<file path="src/rtl/operand_forward_unit_pkg.sv">
// Shared definitions for the operand bypass stage.
// Supplies the default data/tag widths and the saturating adder used by the
// optional statistics counters (enabled with FWD_STATS_EN).
`ifndef DWIDTH
`define DWIDTH 32
`endif
`ifndef AWIDTH_DEFAULT
`define AWIDTH_DEFAULT 5
`endif

package operand_forward_unit_pkg;

  localparam int STAT_W = 32;
  localparam logic [STAT_W-1:0] STAT_MAX = '1;

  // Adds two counter values and pins the result at all-ones instead of wrapping.
  function automatic logic [STAT_W-1:0] sat_add(input logic [STAT_W-1:0] a,
                                                input logic [STAT_W-1:0] b);
    logic [STAT_W:0] sum;
    sum = {1'b0, a} + {1'b0, b};
    return sum[STAT_W] ? STAT_MAX : sum[STAT_W-1:0];
  endfunction

endpackage

</file>
<file path="src/rtl/operand_forward_unit_select.sv">
// One operand channel of the bypass stage: priority match of a register tag
// against the in-flight result sources. Source 0 is the youngest and wins.
// Register 0 is hard-wired and is never forwarded.
import operand_forward_unit_pkg::*;

module fwd_select #(
  parameter int DWIDTH = 32,
  parameter int AWIDTH = 5,
  parameter int NSRC   = 3,
  parameter int SELW   = 2
) (
  input  logic [AWIDTH-1:0]      tag,
  input  logic [DWIDTH-1:0]      rf_data,
  input  logic [NSRC-1:0]        src_valid,
  input  logic [NSRC*AWIDTH-1:0] src_tag,
  input  logic [NSRC*DWIDTH-1:0] src_data,
  input  logic [NSRC-1:0]        src_pend,
  output logic [DWIDTH-1:0]      data,
  output logic [SELW-1:0]        sel,
  output logic                   blocked
);

  logic found;

  // Scan youngest to oldest; the first live match decides data, code and
  // whether the channel must wait for a result still in flight.
  always_comb begin
    data    = rf_data;
    sel     = '0;
    blocked = 1'b0;
    found   = 1'b0;
    for (int k = 0; k < NSRC; k++) begin
      if (!found && src_valid[k] && (tag != '0) &&
          (src_tag[k*AWIDTH +: AWIDTH] == tag)) begin
        found   = 1'b1;
        data    = src_data[k*DWIDTH +: DWIDTH];
        sel     = SELW'(k + 1);
        blocked = src_pend[k];
      end
    end
  end

endmodule

</file>
<file path="src/rtl/operand_forward_unit.sv">
// Operand bypass stage ahead of the ALU lanes. Each channel selects the
// youngest matching in-flight result (or the register-file value), the group
// stalls while any chosen result is still pending, and the selections are
// registered behind a valid/ready handshake.
// Optional feature macro: FWD_STATS_EN adds fwd_cnt and stall_cnt outputs.
import operand_forward_unit_pkg::*;

module operand_forward_unit #(
  parameter int DWIDTH = `DWIDTH,
  parameter int AWIDTH = `AWIDTH_DEFAULT,
  parameter int NOPS   = 4,
  parameter int NSRC   = 3,
  localparam int SELW  = $clog2(NSRC + 1)
) (
  input  logic                   clk,
  input  logic                   rst,
  input  logic                   in_valid,
  output logic                   in_ready,
  input  logic [NOPS*AWIDTH-1:0] in_tag,
  input  logic [NOPS*DWIDTH-1:0] in_data,
  input  logic [NSRC-1:0]        src_valid,
  input  logic [NSRC*AWIDTH-1:0] src_tag,
  input  logic [NSRC*DWIDTH-1:0] src_data,
  input  logic [NSRC-1:0]        src_pend,
  output logic                   stall,
  output logic                   out_valid,
  input  logic                   out_ready,
  output logic [NOPS*DWIDTH-1:0] out_data,
  output logic [NOPS*SELW-1:0]   out_sel
`ifdef FWD_STATS_EN
  ,
  output logic [31:0]            fwd_cnt,
  output logic [31:0]            stall_cnt
`endif
);

  logic [NOPS*DWIDTH-1:0] sel_data;
  logic [NOPS*SELW-1:0]   sel_code;
  logic [NOPS-1:0]        chan_blocked;
  logic                   capture;

  for (genvar i = 0; i < NOPS; i++) begin : g_chan
    fwd_select #(
      .DWIDTH(DWIDTH),
      .AWIDTH(AWIDTH),
      .NSRC  (NSRC),
      .SELW  (SELW)
    ) u_sel (
      .tag      (in_tag[i*AWIDTH +: AWIDTH]),
      .rf_data  (in_data[i*DWIDTH +: DWIDTH]),
      .src_valid(src_valid),
      .src_tag  (src_tag),
      .src_data (src_data),
      .src_pend (src_pend),
      .data     (sel_data[i*DWIDTH +: DWIDTH]),
      .sel      (sel_code[i*SELW +: SELW]),
      .blocked  (chan_blocked[i])
    );
  end

  // A pending winner on any channel holds the whole group back; the output
  // slot is free when empty or being drained this cycle.
  always_comb begin
    stall    = in_valid && (|chan_blocked);
    in_ready = (!out_valid || out_ready) && !stall;
    capture  = in_valid && in_ready;
  end

  // Output register: load on capture, drop valid once consumed, else hold.
  always_ff @(posedge clk) begin
    if (rst) begin
      out_valid <= 1'b0;
      out_data  <= '0;
      out_sel   <= '0;
    end else if (capture) begin
      out_valid <= 1'b1;
      out_data  <= sel_data;
      out_sel   <= sel_code;
    end else if (out_valid && out_ready) begin
      out_valid <= 1'b0;
    end
  end

`ifdef FWD_STATS_EN
  logic [31:0] fwd_inc;

  // Number of channels in the current group that take a forwarded value.
  always_comb begin
    fwd_inc = '0;
    for (int i = 0; i < NOPS; i++) begin
      if (sel_code[i*SELW +: SELW] != '0) begin
        fwd_inc = fwd_inc + 32'd1;
      end
    end
  end

  // Saturating usage counters: forwarded channels per capture, stalled cycles.
  always_ff @(posedge clk) begin
    if (rst) begin
      fwd_cnt   <= '0;
      stall_cnt <= '0;
    end else begin
      if (capture) begin
        fwd_cnt <= sat_add(fwd_cnt, fwd_inc);
      end
      if (stall) begin
        stall_cnt <= sat_add(stall_cnt, 32'd1);
      end
    end
  end
`endif

endmodule

</file>
<file path="config.mk">
export PLATFORM = sky130hd
export DESIGN_NAME = operand_forward_unit
export DESIGN_NICKNAME = d
export VERILOG_FILES = /design/src/rtl/operand_forward_unit_pkg.sv /design/src/rtl/operand_forward_unit_select.sv /design/src/rtl/operand_forward_unit.sv
export SDC_FILE = /design/constraint.sdc
export NUM_CORES = 1
export LEC_CHECK = 0
export BUFFER_PORTS_ARGS = -buffer_cell sky130_fd_sc_hd__buf_2
export CAP_MARGIN = 0
export CORE_AREA = 5 5 154 156
export DETAILED_ROUTE_END_ITERATION = 10
export DIE_AREA = 0 0 159 161
export HOLD_SLACK_MARGIN = 0.15
export PLACE_DENSITY = 0.83
export SLEW_MARGIN = 20
export SYNTH_ARGS = -nofsm -noshare
export SYNTH_HDL_FRONTEND = slang
export SYNTH_SLANG_ARGS = --single-unit
</file>
<file path="constraint.sdc">
create_clock -name clk -period 6.9 [get_ports clk]
set_clock_uncertainty 0.2 [all_clocks]
set_input_delay 0.69 -clock clk [delete_from_list [all_inputs] [get_ports clk]]
set_output_delay 0.69 -clock clk [all_outputs]
set_load 0.03 [all_outputs]
</file>
# ---- Yosys cells after proc, flatten, opt, wreduce, memory -nomap -nowiden
# Index checks and enable logic that the tools add are counted.
dict set report totals {
  latch_bits 0
  regBits 137
  rom_bits 0
  memories 0
  mem_bits_rw 0
  inputBits 269
  wordCells 114
  output_inout_bits 139
}
dict set report classes {
  bitwise_logic 0
  order_cmp 0
  n_shift 0
  reduce_logical 53
  div_mod_pow 0
  addsub 0
  n_eq_ne 12
  multipliers 0
  muxes 46
}
# op count
set op_table {}
lappend op_table {{$mux 32} 12}
lappend op_table {{$eq 5x5->1} 12}
lappend op_table {{$logic_and 1x1->1} 36}
lappend op_table {{$mux 1} 26}
lappend op_table {{$reduce_bool 5->1} 4}
lappend op_table {{$mux 2} 8}
lappend op_table {{$logic_not 1->1} 10}
lappend op_table {{$reduce_or 4->1} 1}
lappend op_table {{$reduce_bool 2->1} 1}
lappend op_table {{$logic_or 1x1->1} 1}

# ---- Longest topological paths before layout
dict set report logic_depth {
  depth_word 20
  depth_mapped 11
  depth_no_buf 7
}

# ---- Modules after synthesis
# Synthesis repeated with hierarchy kept, for this count alone.
dict set report hier_totals {
  hier_cells 1210
  hier_area_um2 11696.2
}
# mod n_inst cells_each area_per_inst_um2 seq_area_each_um2
set by_module_without_submodules {}
lappend by_module_without_submodules {operand_forward_unit 1 598 6115.9 2742.6}
lappend by_module_without_submodules {fwd_select 4 153 1395.1 0.0}

# ---- Least setup slack after synthesis
# OpenSTA, ideal clock, no wires.
dict set report synth_timing {
  path_type {in2out}
  start {input in_tag[1]}
  end {output in_ready}
  stages 8
  arrival_ns 2.866
  path_slack_ns 3.144
  required_time_ns 6.010
  cell_sequence {clkbuf_1 -> xnor2_1 -> nand4_1 -> nor4_1 -> nand3b_1 -> o21a_1 -> nand3_1 -> a21boi_0}
}
dict set report synth_between {
  elab_chain_len 18
}
# item line_no
set synth_lines {}
lappend synth_lines {{start, declared} operand_forward_unit.sv:19} ;# input logic [NOPS*AWIDTH-1:0] in_tag,
lappend synth_lines {{$reduce_bool 5->1} operand_forward_unit_select.sv:33} ;# if (!found && src_valid[k] && (tag != '0) &&
lappend synth_lines {{$logic_and 1x1->1 (2 in series)} operand_forward_unit_select.sv:33}
lappend synth_lines {{$mux 1} operand_forward_unit_select.sv:33}
lappend synth_lines {{$logic_not 1->1} operand_forward_unit_select.sv:33}
lappend synth_lines {{$logic_and 1x1->1 (3 in series)} operand_forward_unit_select.sv:33}
lappend synth_lines {{$mux 1} operand_forward_unit_select.sv:33}
lappend synth_lines {{$logic_not 1->1} operand_forward_unit_select.sv:33}
lappend synth_lines {{$logic_and 1x1->1 (3 in series)} operand_forward_unit_select.sv:33}
lappend synth_lines {{$mux 1 (*)} operand_forward_unit_select.sv:33}
lappend synth_lines {{$reduce_or 4->1 (*)} operand_forward_unit.sv:64} ;# stall = in_valid && (|chan_blocked);
lappend synth_lines {{$logic_and 1x1->1 (*)} operand_forward_unit.sv:64}
lappend synth_lines {{$logic_not 1->1 (*)} operand_forward_unit.sv:65} ;# in_ready = (!out_valid || out_ready) && !stall;
lappend synth_lines {{$logic_and 1x1->1 (*)} operand_forward_unit.sv:65}
lappend synth_lines {{end, declared} operand_forward_unit.sv:18} ;# output logic in_ready,
# Mark *: on every way between the ends. The rest lies on a longest branch, timed or not.

# ---- Worst setup path after layout
dict set report layout_timing {
  start {input in_tag[17]}
  end {output in_ready}
}
# The elaborated chain is that of the path after synthesis.

==> impl_metrics.csv <==
group,metric,value,unit
status,status,"finished clean",
global_routing,grt_pass1_vias,12500,
placement,globalplace.congestion,0.953,
finish,nets,1968,
routing,drt_iter0_drc,1221,
yosys,synth.avg_cell_area,8.30,um^2
yosys,async_flop_share,0,%
clock_tree,clock_sinks,137,
placement,port-buffer-count,407,
die,num_rows,55,
die,start_util,51.5,%
yosys,synth-seq-cells,137,
routing,ant_nets,0,
worst_setup_path,r2r-end,"out_data[84]$_SDFFE_PP0P_",
clock_tree,cts_hold_buf,0,
timing,max_freq,211,MHz
yosys,synth_cell_types,46,
timing,worst_slew_pin_slew,1030,ps
worst_hold_path,hold-path-endpoint,"out_data[22]$_SDFFE_PP0P_",
clock_tree,cts_resized,0,
timing,setup_viol,0,
power,p_switching,0.959,mW
yosys,synth_edf_count,0,
die,core,22200,um^2
worst_hold_path,hold_depth,2,
global_routing,grt_first_pass_wirelength,70800,um
timing,hold_viol,0,
timing,maxSlewViolCount,0,
power,switching_share,36.1,%
timing,finalCriticalPeriod,4750,ps
global_routing,grt_max_degree,179,
timing,fin_ws,2150,ps
routing,viasPerCell,6.22,
worst_setup_path,r2r_cells,5,
clock_tree,cts_buffers,17,
finish,finalNonFillerCells,2000,
global_routing,grt.overflow.total,0,
clock_tree,clockBufferDepth,2,
die,io_pins,408,
finish,layout-drive-gt1-share,31.3,%
timing,slew-limit-headroom,29.7,%
die,dieArea,25600,um^2
power,power_leakage,7.05,nW
routing,drc_errors,0,
global_routing,antenna_found_initial,4,
worst_hold_path,min_from,"out_data[22]$_SDFFE_PP0P_",
routing,wl_per_cell,23.6,um
power,p_int,1.70,mW
worst_setup_path,cp_max_fo,35,
clock_tree,clk_latency,420,ps
worst_setup_path,cp.required,6010,ps
yosys,yosys_warnings,0,
finish,postLayoutCoreUtil,63.3,%
die,die_h,161,um
clock_tree,cts_root_buf,"clkbuf_16",
power,clkPwrFrac,35.0,%
global_routing,gr-usage-all-layers,34.7,%
yosys,syn_area,11400,um^2
finish,fillers,1964,
yosys,syn-num-nets,1647,
power,powerDensity,189,nW/um^2
worst_setup_path,r2r_setup_slack,4350,ps
timing,post-route-period-util,68.8,%
routing,drt_pass1_iterations,6,
timing,setup_tns,0,ps
clock_tree,cts.clk_slew.worst_paths,70,ps
power,pwr-share-comb,30.9,%
worst_setup_path,worstPathArrival,3860,ps
worst_setup_path,crit_path_start_kind,"input port",
yosys,ys_seq_area_share,24.0,%
worst_setup_path,r2r-start,"out_valid$_SDFFE_PP0P_",
worst_setup_path,cp-end-kind,"output port",
clock_tree,cts_tree,"done",
placement,pre_cts_ws,2060,ps
finish,area_growth_syn_to_layout,22.9,%
clock_tree,post_cts_buffers,0,
power,pwr-share-seq,34.1,%
yosys,synth_ff_type,"dfxtp_1",
timing,rsz0062_at_grt,"no",
power,worst_ir_drop_vdd,0.000137,V
flow_run,drv_cap,0,
yosys,synthCells,1378,
worst_setup_path,crit_type,"in -> out",
routing,vias,12400,
placement,dp.cells,1965,
clock_tree,htree_levels,4,
die,die_w,159,um
worst_hold_path,hold_class,"reg -> reg",
routing,routed_wl,47100,um
power,total_power,2.66,mW
placement,hpwl,31900,um
## per-layer routing
metal,vias to the layer above,GRT usage [%],wire [um]
li1,5523,-,-
met5,-,0,0
met2,870,57.2,21900
met3,193,7.02,4590
met4,0,20.1,2690
met1,5853,42.1,17900
## cell families after synthesis
kind of cell | after synthesis | share of synthesized area [%]
buffers and inverters | 181 | 7.21
XOR/XNOR | 60 | 4.59
multiplexers | 249 | 23.3
AND/OR/NAND/NOR | 473 | 22.1
flip-flops | 137 | 24.0
AO/OA/AOI/OAI | 278 | 18.9
## synthesized netlist by cell type (19+ instances only)
library cell	instances	area, um^2
mux2_4	28	420
nand2_1	134	503
clkbuf_1	82	308
o221ai_1	96	841
inv_1	52	195
a21boi_0	97	728
nor2b_1	35	219
mux2_2	24	270
xor2_1	36	315
xnor2_1	24	210
o22ai_1	19	119
dfxtp_1	137	2740
nand2b_1	199	1240
mux2i_1	197	1970
nor2_1	54	203
## critical path: stages
cell and delay (ps):
buf_2 140, or4_4 160, nor2_1 40, or4_2 660, buf_4 360, nand4_2 150
buf_4 440, a31o_2 280, nand3_1 160, a21boi_0 440, buf_2 290
## layout by cell type (no fill, tap or decap), types with 5 or more instances in the layout
cell        count
xnor2_1        24
o21ai_0        15
a21boi_0       97
nor2_1         52
inv_6           5
mux2i_1       197
buf_2         406
clkbuf_16      17
o221ai_1       96
mux2_2         24
nor2b_1        35
a2111oi_0      17
nand2_1       134
xor2_1         36
mux2_4         28
buf_4          22
nor4_1          5
clkinvlp_4      5
nand4_1         7
and3_1         16
nand2b_1      199
a31oi_1        15
o22ai_1        19
inv_1          52
dfxtp_1       137
## per-stage QoR
| stage | area (um^2) | hold WS, ps |
|---|---|---|
| final | 14100 | 274 |
| after CTS | 14100 | 274 |
| after global placement | 13500 | 257 |
| after detailed placement | 13500 | 262 |
| after global routing | 14100 | 293 |
| after floorplan | 11400 | 399 |
## power by group through the flow
stage          clock network, mW  logic, mW  registers (mW)
2_1_floorplan                  0      0.389            1.05
3_3_place_gp                   0      0.800           0.920
3_5_place_dp                   0      0.810           0.920
4_1_cts                    0.935      0.814           0.904
5_1_grt                    0.975      0.869           0.911
6_report                   0.930      0.822           0.906
## final cells by class
class / count / area [um^2] / area share (%)
Antenna cell: 3 / 7.51 / 0.0534
Clock buffer: 18 / 439 / 3.12
Clock inverter: 14 / 138 / 0.978
Inverter: 52 / 195 / 1.39
Multi-Input combinational cell: 1060 / 7940 / 56.4
Sequential cell: 137 / 2740 / 19.5
Tap cell: 285 / 357 / 2.54
Timing Repair Buffer: 431 / 2250 / 16.0
## state kept, by name, indices dropped and copies added (netlist names)
name	cells
out_sel	8
out_data	128
out_valid	1
## how the worst max path moves through the flow
stage / start / to / depth (start not counted)
floorplan: in_tag[1] / in_ready / 8
global placement: in_tag[16] / out_data[83]$_SDFFE_PP0P_ / 11
detailed placement: in_tag[17] / out_data[76]$_SDFFE_PP0P_ / 11
CTS: in_tag[17] / in_ready / 11
global route: in_tag[16] / in_ready / 11
finish: in_tag[17] / in_ready / 11
Power figures use the tool's default switching activity.
